===== config.mk =====
export PLATFORM = sky130hd
export DESIGN_NAME = fifo_rd_stream_flat
export DESIGN_NICKNAME = d
export VERILOG_FILES = /design/src/rtl/fifo_rd_stream_if.sv /design/src/rtl/fifo_rd_stream.sv /design/src/flat_wrapper.sv
export SDC_FILE = /design/constraint.sdc
export NUM_CORES = 1
export LEC_CHECK = 0
export BUFFER_PORTS_ARGS = -buffer_cell sky130_fd_sc_hd__clkbuf_2
export CAP_MARGIN = 20
export CORE_ASPECT_RATIO = 1.75
export CORE_MARGIN = 2
export CORE_UTILIZATION = 51
export DETAILED_ROUTE_END_ITERATION = 10
export PLACE_DENSITY = 0.77
export SLEW_MARGIN = 15
export SYNTH_ARGS = -nofsm -noshare
export SYNTH_HDL_FRONTEND = slang
export SYNTH_SLANG_ARGS = --single-unit

===== constraint.sdc =====
create_clock -name clk -period 2.2 [get_ports clk]
set_input_delay 0.11 -clock clk [delete_from_list [all_inputs] [get_ports clk]]
set_output_delay 0.11 -clock clk [all_outputs]
set_load 0.05 [all_outputs]

===== src/rtl/fifo_rd_stream_if.sv =====
// Handshake bundle between the FIFO read port, the read adapter and the downstream stream sink.
// The adapter uses the master modport; the FIFO/sink side uses slave.
interface fifo_rd_stream_if #(
    parameter int unsigned Width = 8
);
    logic             fifo_rd_en;
    logic             fifo_empty;
    logic [Width-1:0] fifo_d_out;
    logic             m_valid;
    logic             m_ready;
    logic [Width-1:0] m_data;
    logic [15:0]      beat_count;

    modport master (
        output fifo_rd_en, m_valid, m_data, beat_count,
        input  fifo_empty, fifo_d_out, m_ready
    );

    modport slave (
        input  fifo_rd_en, m_valid, m_data, beat_count,
        output fifo_empty, fifo_d_out, m_ready
    );
endinterface


===== src/rtl/fifo_rd_stream.sv =====
// FIFO read-side adapter: turns the FIFO's one-cycle-latency rd_en/d_out port into a
// valid/ready stream with a 2-entry buffer, sized so backpressure never loses a word.
module fifo_rd_stream #(
    parameter int unsigned Width = 8
) (
    input logic             clk,
    input logic             rst,
    fifo_rd_stream_if.master bus
);
    logic [1:0]       occ_q, occ_d;
    logic             inflight_q, inflight_d;
    logic [15:0]      beat_q, beat_d;
    logic [Width-1:0] buf0_q, buf0_d;
    logic [Width-1:0] buf1_q, buf1_d;
    logic             pop;
    logic [2:0]       credit;
    logic             rd_en;

    assign pop = (occ_q != 2'd0) && bus.m_ready;

    // occ + inflight never exceeds 2, so the credit cannot underflow.
    assign credit = 3'd2 + {2'b0, pop} - {1'b0, occ_q} - {2'b0, inflight_q};
    assign rd_en  = rst && !bus.fifo_empty && (credit != 3'd0);

    always_comb begin
        buf0_d     = buf0_q;
        buf1_d     = buf1_q;
        occ_d      = occ_q + {1'b0, inflight_q} - {1'b0, pop};
        inflight_d = rd_en;
        beat_d     = pop ? beat_q + 16'd1 : beat_q;
        if (pop) begin
            buf0_d = buf1_q;
            if (inflight_q) begin
                if (occ_q == 2'd1) begin
                    buf0_d = bus.fifo_d_out;
                end else begin
                    buf1_d = bus.fifo_d_out;
                end
            end
        end else if (inflight_q) begin
            if (occ_q == 2'd0) begin
                buf0_d = bus.fifo_d_out;
            end else begin
                buf1_d = bus.fifo_d_out;
            end
        end
    end

    always_ff @(posedge clk or negedge rst) begin
        if (!rst) begin
            occ_q      <= '0;
            inflight_q <= 1'b0;
            beat_q     <= '0;
        end else begin
            occ_q      <= occ_d;
            inflight_q <= inflight_d;
            beat_q     <= beat_d;
        end
    end

    // Data slots carry no reset; they are only observed while occupancy marks them valid.
    always_ff @(posedge clk) begin
        buf0_q <= buf0_d;
        buf1_q <= buf1_d;
    end

    assign bus.fifo_rd_en = rd_en;
    assign bus.m_valid    = (occ_q != 2'd0);
    assign bus.m_data     = buf0_q;
    assign bus.beat_count = beat_q;
endmodule

===== src/flat_wrapper.sv =====
// flat-port wrapper written by rule: the top's interface ports become plain ports
module fifo_rd_stream_flat 
#(
    parameter int unsigned Width = 8
)
  (clk, rst, bus_fifo_rd_en, bus_m_valid, bus_m_data, bus_beat_count, bus_fifo_empty, bus_fifo_d_out, bus_m_ready);
  fifo_rd_stream_if #(.Width(Width)) bus_i ();
  input logic clk;
  input logic rst;
  output wire logic [$bits(bus_i.fifo_rd_en)-1:0] bus_fifo_rd_en;
  output wire logic [$bits(bus_i.m_valid)-1:0] bus_m_valid;
  output wire logic [$bits(bus_i.m_data)-1:0] bus_m_data;
  output wire logic [$bits(bus_i.beat_count)-1:0] bus_beat_count;
  input wire logic [$bits(bus_i.fifo_empty)-1:0] bus_fifo_empty;
  input wire logic [$bits(bus_i.fifo_d_out)-1:0] bus_fifo_d_out;
  input wire logic [$bits(bus_i.m_ready)-1:0] bus_m_ready;
  assign bus_fifo_rd_en = bus_i.fifo_rd_en;
  assign bus_m_valid = bus_i.m_valid;
  assign bus_m_data = bus_i.m_data;
  assign bus_beat_count = bus_i.beat_count;
  assign bus_i.fifo_empty = bus_fifo_empty;
  assign bus_i.fifo_d_out = bus_fifo_d_out;
  assign bus_i.m_ready = bus_m_ready;
  fifo_rd_stream #(.Width(Width)) u_core (.clk(clk), .rst(rst), .bus(bus_i));
endmodule

=== Word-level counts from Yosys, hierarchy flattened ===
Cells that the tools add are included.

* Register bits: 35
* Bits of input ports: 12
* Output and inout bits: 26
* Word-level logic and storage cells: 35

* Add/subtract/negate cells: 6
* Equal/unequal tests: 3
* Muxes and demuxes: 10
* Reductions and logical operators: 11

{| class="wikitable"
|+ Operator list
! kind !! number
|-
| $mux W8 || 10
|-
| $add A16 B1 Y16 const B || 1
|-
| $reduce_bool A2 Y1 || 3
|-
| $add A2 B1 Y3 const A || 1
|-
| $logic_and A1 B1 Y1 || 3
|-
| $reduce_and A3 Y1 || 1
|-
| $reduce_bool A3 Y1 || 1
|-
| $sub A3 B1 Y3 || 1
|-
| $sub A3 B2 Y3 || 1
|-
| $add A2 B1 Y2 || 1
|-
| $eq A2 B1 Y1 const B || 1
|-
| $logic_not A2 Y1 || 1
|-
| $ne A2 B1 Y1 const B || 1
|-
| $ne A2 B2 Y1 const B || 1
|-
| $reduce_and A2 Y1 || 1
|-
| $sub A2 B1 Y2 || 1
|-
| $logic_not A1 Y1 || 1
|}

=== Longest topological paths before layout ===
Gate-level depths: netlist of the first run.

* Word-level depth: 7
* Mapped depth: 7

=== Least setup slack after synthesis of the first run ===
OpenSTA, ideal clock, no wires.

* Path type: register to register
* Start: register u_core.occ_q[1]
* End: register u_core.inflight_q
* Library setup time: 214 ps
* Arrival time: 2357 ps
* Path slack: -372 ps
* Stages on the path, launching flop included: 7
* Path buffers: 0
* Clock period less this slack: 2572 ps
* Cells stage by stage: dfrtp_1 > o21ai_4 > inv_1 > fa_1 > inv_1 > ha_1 > a21oi_1

* Cells in the longest elaborated chain, start to end: 7

{| class="wikitable"
|+ Ends and longest elaborated chain
! what !! line !! RTL
|-
| from (decl) || fifo_rd_stream.sv:10 || <nowiki>logic [1:0] occ_q, occ_d;</nowiki>
|-
| from (signal assigned) || fifo_rd_stream.sv:51 || <nowiki>occ_q <= '0;</nowiki>
|-
| from (signal assigned) || fifo_rd_stream.sv:55 || <nowiki>occ_q <= occ_d;</nowiki>
|-
| $reduce_bool A2 Y1 || fifo_rd_stream.sv:19 || <nowiki>assign pop = (occ_q != 2'd0) && bus.m_ready;</nowiki>
|-
| $logic_and A1 B1 Y1 || fifo_rd_stream.sv:19 ||
|-
| net u_core.pop || fifo_rd_stream.sv:15 || <nowiki>logic pop;</nowiki>
|-
| $add A2 B1 Y3 || fifo_rd_stream.sv:22 || <nowiki>assign credit = 3'd2 + {2'b0, pop} - {1'b0, occ_q} - {2'b0, inflight_q};</nowiki>
|-
| $sub A3 B2 Y3 || fifo_rd_stream.sv:22 ||
|-
| $sub A3 B1 Y3 || fifo_rd_stream.sv:22 ||
|-
| $reduce_bool A3 Y1 || fifo_rd_stream.sv:23 || <nowiki>assign rd_en = rst && !bus.fifo_empty && (credit != 3'd0);</nowiki>
|-
| $logic_and A1 B1 Y1 || fifo_rd_stream.sv:23 ||
|-
| net bus_fifo_rd_en || flat_wrapper.sv:10 || <nowiki>output wire logic [$bits(bus_i.fifo_rd_en)-1:0] bus_fifo_rd_en;</nowiki>
|-
| to (signal assigned) || fifo_rd_stream.sv:56 || <nowiki>inflight_q <= inflight_d;</nowiki>
|-
| to (decl) || fifo_rd_stream.sv:11 || <nowiki>logic inflight_q, inflight_d;</nowiki>
|}

The timed path passes the listed nets, and every way through them passes these cells.
A chain may end at the register's enable or synchronous reset.

=== Worst setup path after layout of the first run ===
* Start: register u_core.occ_q[0]
* End: output bus_fifo_rd_en

* Cells in the longest elaborated chain, start to end: 7

{| class="wikitable"
|+ Ends and longest elaborated chain
! what !! line
|-
| $reduce_bool A2 Y1 || fifo_rd_stream.sv:19
|-
| $logic_and A1 B1 Y1 || fifo_rd_stream.sv:19
|-
| net u_core.pop || fifo_rd_stream.sv:15
|-
| $add A2 B1 Y3 || fifo_rd_stream.sv:22
|-
| $sub A3 B2 Y3 || fifo_rd_stream.sv:22
|-
| $sub A3 B1 Y3 || fifo_rd_stream.sv:22
|-
| $reduce_bool A3 Y1 || fifo_rd_stream.sv:23
|-
| $logic_and A1 B1 Y1 || fifo_rd_stream.sv:23
|-
| to (decl) || flat_wrapper.sv:10
|}

The timed path passes the listed nets, and every way through them passes these cells.

==> metrics.md, run 1 <==
| Metric | Value |
|---|---|
| Status | finished clean |
| GRT Overall Usage | 18.5% |
| M3 GR Usage | 5.45% |
| Synth cell types | 25 |
| Max-cap violations | 0 |
| Slowest cell on crit path | dfrtp_2 |
| Num CTS Buffers | 5 |
| Initial antenna violation count | 0 |
| Syn Area/Cell | 14.1 um^2 |
| Clk_skew | 5.40 ps |
| Layout Nets | 174 |
| Most frequent cells in the layout | clkbuf_2 (36), dfrtp_1 (17), edfxtp_1 (16) |
| Final hold viol count | 0 |
| I/O Pins | 38 |
| Fin crit period | 2110 ps |
| Overall power | 2.58 mW |
| Full die area | 3450 um^2 |
| Clock network fraction of design power | 21.4% |
| GR met1 Demand/Resource | 18.5% |
| Port Buffer Count | 37 |
| Initial Util | 53.0% |
| Slew HR | 54.6% |
| Clock sink count | 35 |
| Setup ws final | 89.8 ps |
| Vias in the first global route | 1014 |
| Tightest Pin Transition | 679 ps |
| Crit path kind | reg2out |
| FILL cells | 230 |
| Starting DRT DRC Count | 40 |
| PwrDens | 1350 nW/um^2 |
| Via count | 997 |
| Tcrit/Tclk final | 95.9% |
| Clk root buf | clkbuf_8 |
| Most common cell after layout, fill and taps aside | clkbuf_2 |
| Seq pwr share | 38.9% |
| Startpoint types | register |
| DR vias/cell | 5.36 |
| Placer Congestion | 0.809 |
| Multi-input logic area | 551 um^2 |
| Grt met2 use | 31.7% |
| Total gr overflow | 0 |
| Grt peak-use layer | met2 |
| Yosys reg bits | 35 |
| Slowest Stage Delay on Critical Path | 440 ps |
| P_int | 1.52 mW |
| First-pass GRT wire length | 4510 um |
| Number of remaining DRC errors | 0 |
| Total core area | 2860 um^2 |
| VDD IR max | 0.972 mV |
| # diodes | 0 |
| Switching Share | 41.2% |
| Clock latency on the worst-skew pair | 280 ps |
| Layout cells sized above 1 | 42.4% |
| Height of the die | 76.2 um |
| RSZ-0062 raised after global routing | false |
| Register cell area after layout | 958 um^2 |
| DRT Pass-1 Iters | 4 |
| Worst min path class | in2reg |
| CP required | 2090 ps |
| Setup Viol. Count Final | 0 |
| DP Worst Slack | 203 ps |
| Max-slew violation count | 0 |
| Per-cell routed wire length | 14.8 um |
| Total Neg Setup Slack | 0 ps |
| Synth Cell Area | 1520 um^2 |
| FP Rows | 26 |
| Largest net degree at the start of global routing | 20 |
| Post-Syn Nets | 125 |
| Layout area overhead | 25.8% |
| Crit path arrival time | 2000 ps |
| Comb pwr share | 39.7% |
| Die span in x | 45.2 um |
| Peak Freq | 0.474 GHz |
| Antenna viol nets, final | 0 |
| Worst-path clk slew | 70 ps |
| H-tree levels | 2 |
| CTS tree | yes |
| Synth Instances | 108 |
| Clock buffer depth | 2 |
| NetSw | 1.06 mW |
| Crit Path Max Fanout | 5 |
| Worst-path cell chain | o21ai_4 -> inv_2 -> fa_1 -> inv_1 -> ha_1 -> a21oi_4 -> buf_8 |
| HPWL after detailed placement | 2060 um |
| Register area share after synthesis | 63.0% |
| Crit. End Element | output port |
| Drt total wl | 2750 um |
| Syn. warnings | 0 |
| Leakage Power | 0.881 nW |
registers in the layout, summed over array words and instances, names as in the netlist:
name and cells:
u_core.bus.m_data 8, u_core.inflight_q 1, u_core.occ_q 2, u_core.buf1_q 8, u_core.bus.beat_count 16
cell families (layout without fill, tap and decap cells):
| kind of cell | count (synthesis) | after routing | share of synthesized area, % |
|---|---|---|---|
| buffers and inverters | 6 | 56 | 1.48 |
| adder cells (fa/ha/maj) | 5 | 5 | 4.62 |
| multiplexers | 8 | 8 | 5.94 |
| flip-flops | 35 | 35 | 63.0 |
| AND/OR/NAND/NOR | 32 | 32 | 12.5 |
| AO/OA/AOI/OAI | 5 | 5 | 2.64 |
| XOR/XNOR | 17 | 17 | 9.81 |
power groups by stage:
stage	Sequential (mW)	Combinational, mW	Clock, mW
after floorplan	1.34	0.427	0
after global placement	1.00	0.969	0
after detailed placement	1.02	0.992	0
after CTS	1.01	1.01	0.570
after global routing	1.02	1.11	0.597
final	1.00	1.03	0.553
Yosys cell counts (all sizes together):
library cell  count  area (um^2)
nand4             4         31.3
dfrtp            19          475
or2               2         12.5
xnor2            13          114
inv               6         22.5
nor3              1         10.0
nand3             3         15.0
nor4              2         33.8
nand2            10         37.5
a21oi             2         10.0
nor2              6         22.5
fa                1         20.0
ha                4         50.1
mux2              8         90.1
xor2              4         35.0
edfxtp           16          480
nand2b            1         6.26
and3              2         12.5
o21ai             3         30.0
and4              1         8.76
worst max-delay path: cells and delay by family (launching register included):
| kind | cells | cell delay [ps] |
|---|---|---|
| flip-flops | 1 | 440 |
| adder cells (fa/ha/maj) | 2 | 650 |
| buffers and inverters | 3 | 300 |
| AO/OA/AOI/OAI | 2 | 320 |
worst paths after layout:
kind	start	to	slack [ps]	cells past startpoint
worst min-delay path	bus_fifo_d_out[0]	u_core.buf1_q[0]	10	1
worst max register to register	u_core.occ_q[0]	u_core.bus.m_data[4]	560	4
max in group asynchronous	rst	u_core.occ_q[0]	1600	3
worst min register to register	u_core.bus.beat_count[15]	u_core.bus.beat_count[15]	500	1
worst max-delay path	u_core.occ_q[0]	bus_fifo_rd_en	90	7
min in group asynchronous	rst	u_core.occ_q[1]	370	3
metrics by stage:
step           instances  hold slack [ps]  utilization (%)  cell area (um^2)
2_1_floorplan        108             -186                -              1530
3_3_place_gp         176              140             61.9              1770
3_5_place_dp         176              149             61.9              1770
4_1_cts              185             4.76             66.3              1900
5_1_grt              186             7.91             66.7              1910
6_report             186             11.2             66.7              1910
area by class of cell:
| cell class | instances | share of cell area [%] |
|---|---|---|
| multi-input cells | 67 | 28.8 |
| clock inverters | 3 | 2.03 |
| repair buffers | 42 | 12.3 |
| clock buffers | 5 | 3.60 |
| flip-flops and latches | 35 | 50.2 |
| well taps | 28 | 1.83 |
| inverters | 6 | 1.18 |
routing by layer:
layer	share of wire, %	routed length (um)
met1	34	946
met2	57	1570
met3	6.1	169
met4	2.6	71
met5	0	0
what timing repair did:
item / CTS / global route
gates resized for setup: 3 / 3
buffers inserted: 0 / 1
hold endpoints to repair: 19 / 0
pin swaps: 0 / 0
setup endpoints to repair: 1 / 1
hold buffers: 1 / 0
(Power assumes the default switching activity.)
==> run 2, diff against run 1 <==
- RECOVER_POWER: unset -> 50
==> metrics.md, run 2 (same netlist as run 1, synthesis figures left out) <==
| Metric | Value |
|---|---|
| Initial Util | 53.0% |
| FILL cells | 248 |
| Clock sink count | 35 |
| Total core area | 2860 um^2 |
| Clock latency on the worst-skew pair | 280 ps |
| Crit Path Max Fanout | 5 |
| R2R depth | 4 |
| Vias in the first global route | 1014 |
| Tightest Pin Transition | 1030 ps |
| WHS Endpoint | u_core.buf1_q[0] |
| Layout area overhead | 23.2% |
| Hold Path Stages | 1 |
| CP startpoint | u_core.occ_q[0] |
| DRT Pass-1 Iters | 4 |
| PwrDens | 1370 nW/um^2 |
| Initial antenna violation count | 0 |
| Num CTS Buffers | 5 |
| WP buf/inv | 3 |
| Height of the die | 76.2 um |
| RSZ-0062 raised after global routing | false |
| DR vias/cell | 5.35 |
| Tcrit/Tclk final | 95.7% |
| Crit path arrival time | 2000 ps |
| Reg2reg setup slack | 550 ps |
| # diodes | 0 |
| I/O Pins | 38 |
| H-tree levels | 2 |
| Met3 routed WL | 191 um |
| Most frequent cells in the layout | clkbuf_1 (27), dfrtp_1 (17), edfxtp_1 (16) |
| Setup Viol. Count Final | 0 |
| Max layer used | met4 |
| Fin crit period | 2110 ps |
| Die span in x | 45.2 um |
| Placer Congestion | 0.809 |
| Worst min path class | in2reg |
| Total gr overflow | 0 |
| Slowest cell on crit path | dfrtp_2 |
| Via count | 996 |
| Worst-path cell chain | o21ai_4 -> inv_2 -> fa_1 -> inv_1 -> ha_1 -> a21oi_4 -> buf_8 |
| Full die area | 3450 um^2 |
| CP required | 2090 ps |
| Final design instance area without fill | 1870 um^2 |
| Crit. End Element | output port |
| Layout cells sized above 1 | 25.3% |
| DRT met1 WL | 926 um |
| Number of remaining DRC errors | 0 |
| Worst-path clk slew | 70 ps |
| Setup ws final | 94.6 ps |
| Antenna viol nets, final | 0 |
| Clk root buf | clkbuf_8 |
| Max-slew violation count | 0 |
| Max-cap violations | 0 |
| Total Neg Setup Slack | 0 ps |
| Slew HR | 31.1% |
| Peak Freq | 0.475 GHz |
| Cell family with most CP delay | adder cells |
| Worst flop-to-flop path endpoint | u_core.bus.m_data[4] |
| Slowest Stage Delay on Critical Path | 440 ps |
| Drt total wl | 2770 um |
| HPWL after detailed placement | 2060 um |
| First-pass GRT wire length | 4510 um |
| FP Rows | 26 |
| Status | finished clean |
| VDD IR max | 0.973 mV |
| Per-cell routed wire length | 14.9 um |
| DP Area | 1770 um^2 |
| Startpoint types | register |
| Leakage Power | 0.796 nW |
| Clock buffer depth | 2 |
| Most common cell after layout, fill and taps aside | clkbuf_1 |
| GRT Overall Usage | 18.5% |
| CTS tree | yes |
| Clk_skew | 5.27 ps |
| DR WL met2 | 1580 um |
| Largest net degree at the start of global routing | 20 |
| R2R Path Start | u_core.occ_q[0] |
| Final hold viol count | 0 |
| Hold_sp | bus_fifo_d_out[0] |
| Layout Nets | 174 |
| DP Worst Slack | 203 ps |
| Max FFs per register | 16 |
| Starting DRT DRC Count | 41 |
| Port Buffer Count | 37 |
| Crit path kind | reg2out |
## run 2: routing by layer
metal  GRT usage [%]  vias up
met2            31.7       40
met4            10.6        0
li1                -      473
met1            18.5      478
met3            5.45        5
met5               0        -
## run 2: per-stage QoR
stage | util, % | hold WS, ps | instances | total power, mW
2_1_floorplan | - | -186 | 108 | 1.77
3_3_place_gp | 61.9 | 140 | 176 | 1.97
3_5_place_dp | 61.9 | 149 | 176 | 2.01
4_1_cts | 66.3 | 4.76 | 185 | 2.59
5_1_grt | 65.3 | 26.8 | 186 | 2.70
6_report | 65.3 | 22.2 | 186 | 2.56
## run 2: cell type report
class	count	area [um^2]	share of cell area, %
well taps	28	35.0	1.87
multi-input cells	67	551	29.4
inverters	6	22.5	1.20
clock buffers	5	68.8	3.68
repair buffers	42	196	10.5
flip-flops and latches	35	958	51.2
clock inverters	3	38.8	2.07
## run 2: timing repair
| action | 4_1_cts | 5_1_grt |
|---|---|---|
| gates cloned | 0 | 0 |
| pin swaps | 0 | 0 |
| buffers inserted | 0 | 1 |
| hold endpoints to repair | 19 | 0 |
| hold buffers | 1 | 0 |
| gates resized for setup | 3 | 3 |
| endpoints found under the setup margin | 1 | 1 |
## run 2: worst max-delay path by stage
stage,cells past startpoint,end
floorplan,6,u_core.inflight_q
global placement,7,bus_fifo_rd_en
detailed placement,7,bus_fifo_rd_en
CTS,7,bus_fifo_rd_en
global route,7,bus_fifo_rd_en
finish,7,bus_fifo_rd_en
## run 2: power by group
part,internal (mW),switching (mW)
combinational,0.293,0.712
clock,0.331,0.221
sequential,0.872,0.132
## run 2: worst reg2reg max path, stage by stage, from the launching register on
cell and delay, ps:
dfrtp_2 440, inv_1 120, nor2_1 80, o21ai_2 370, mux2_2 390
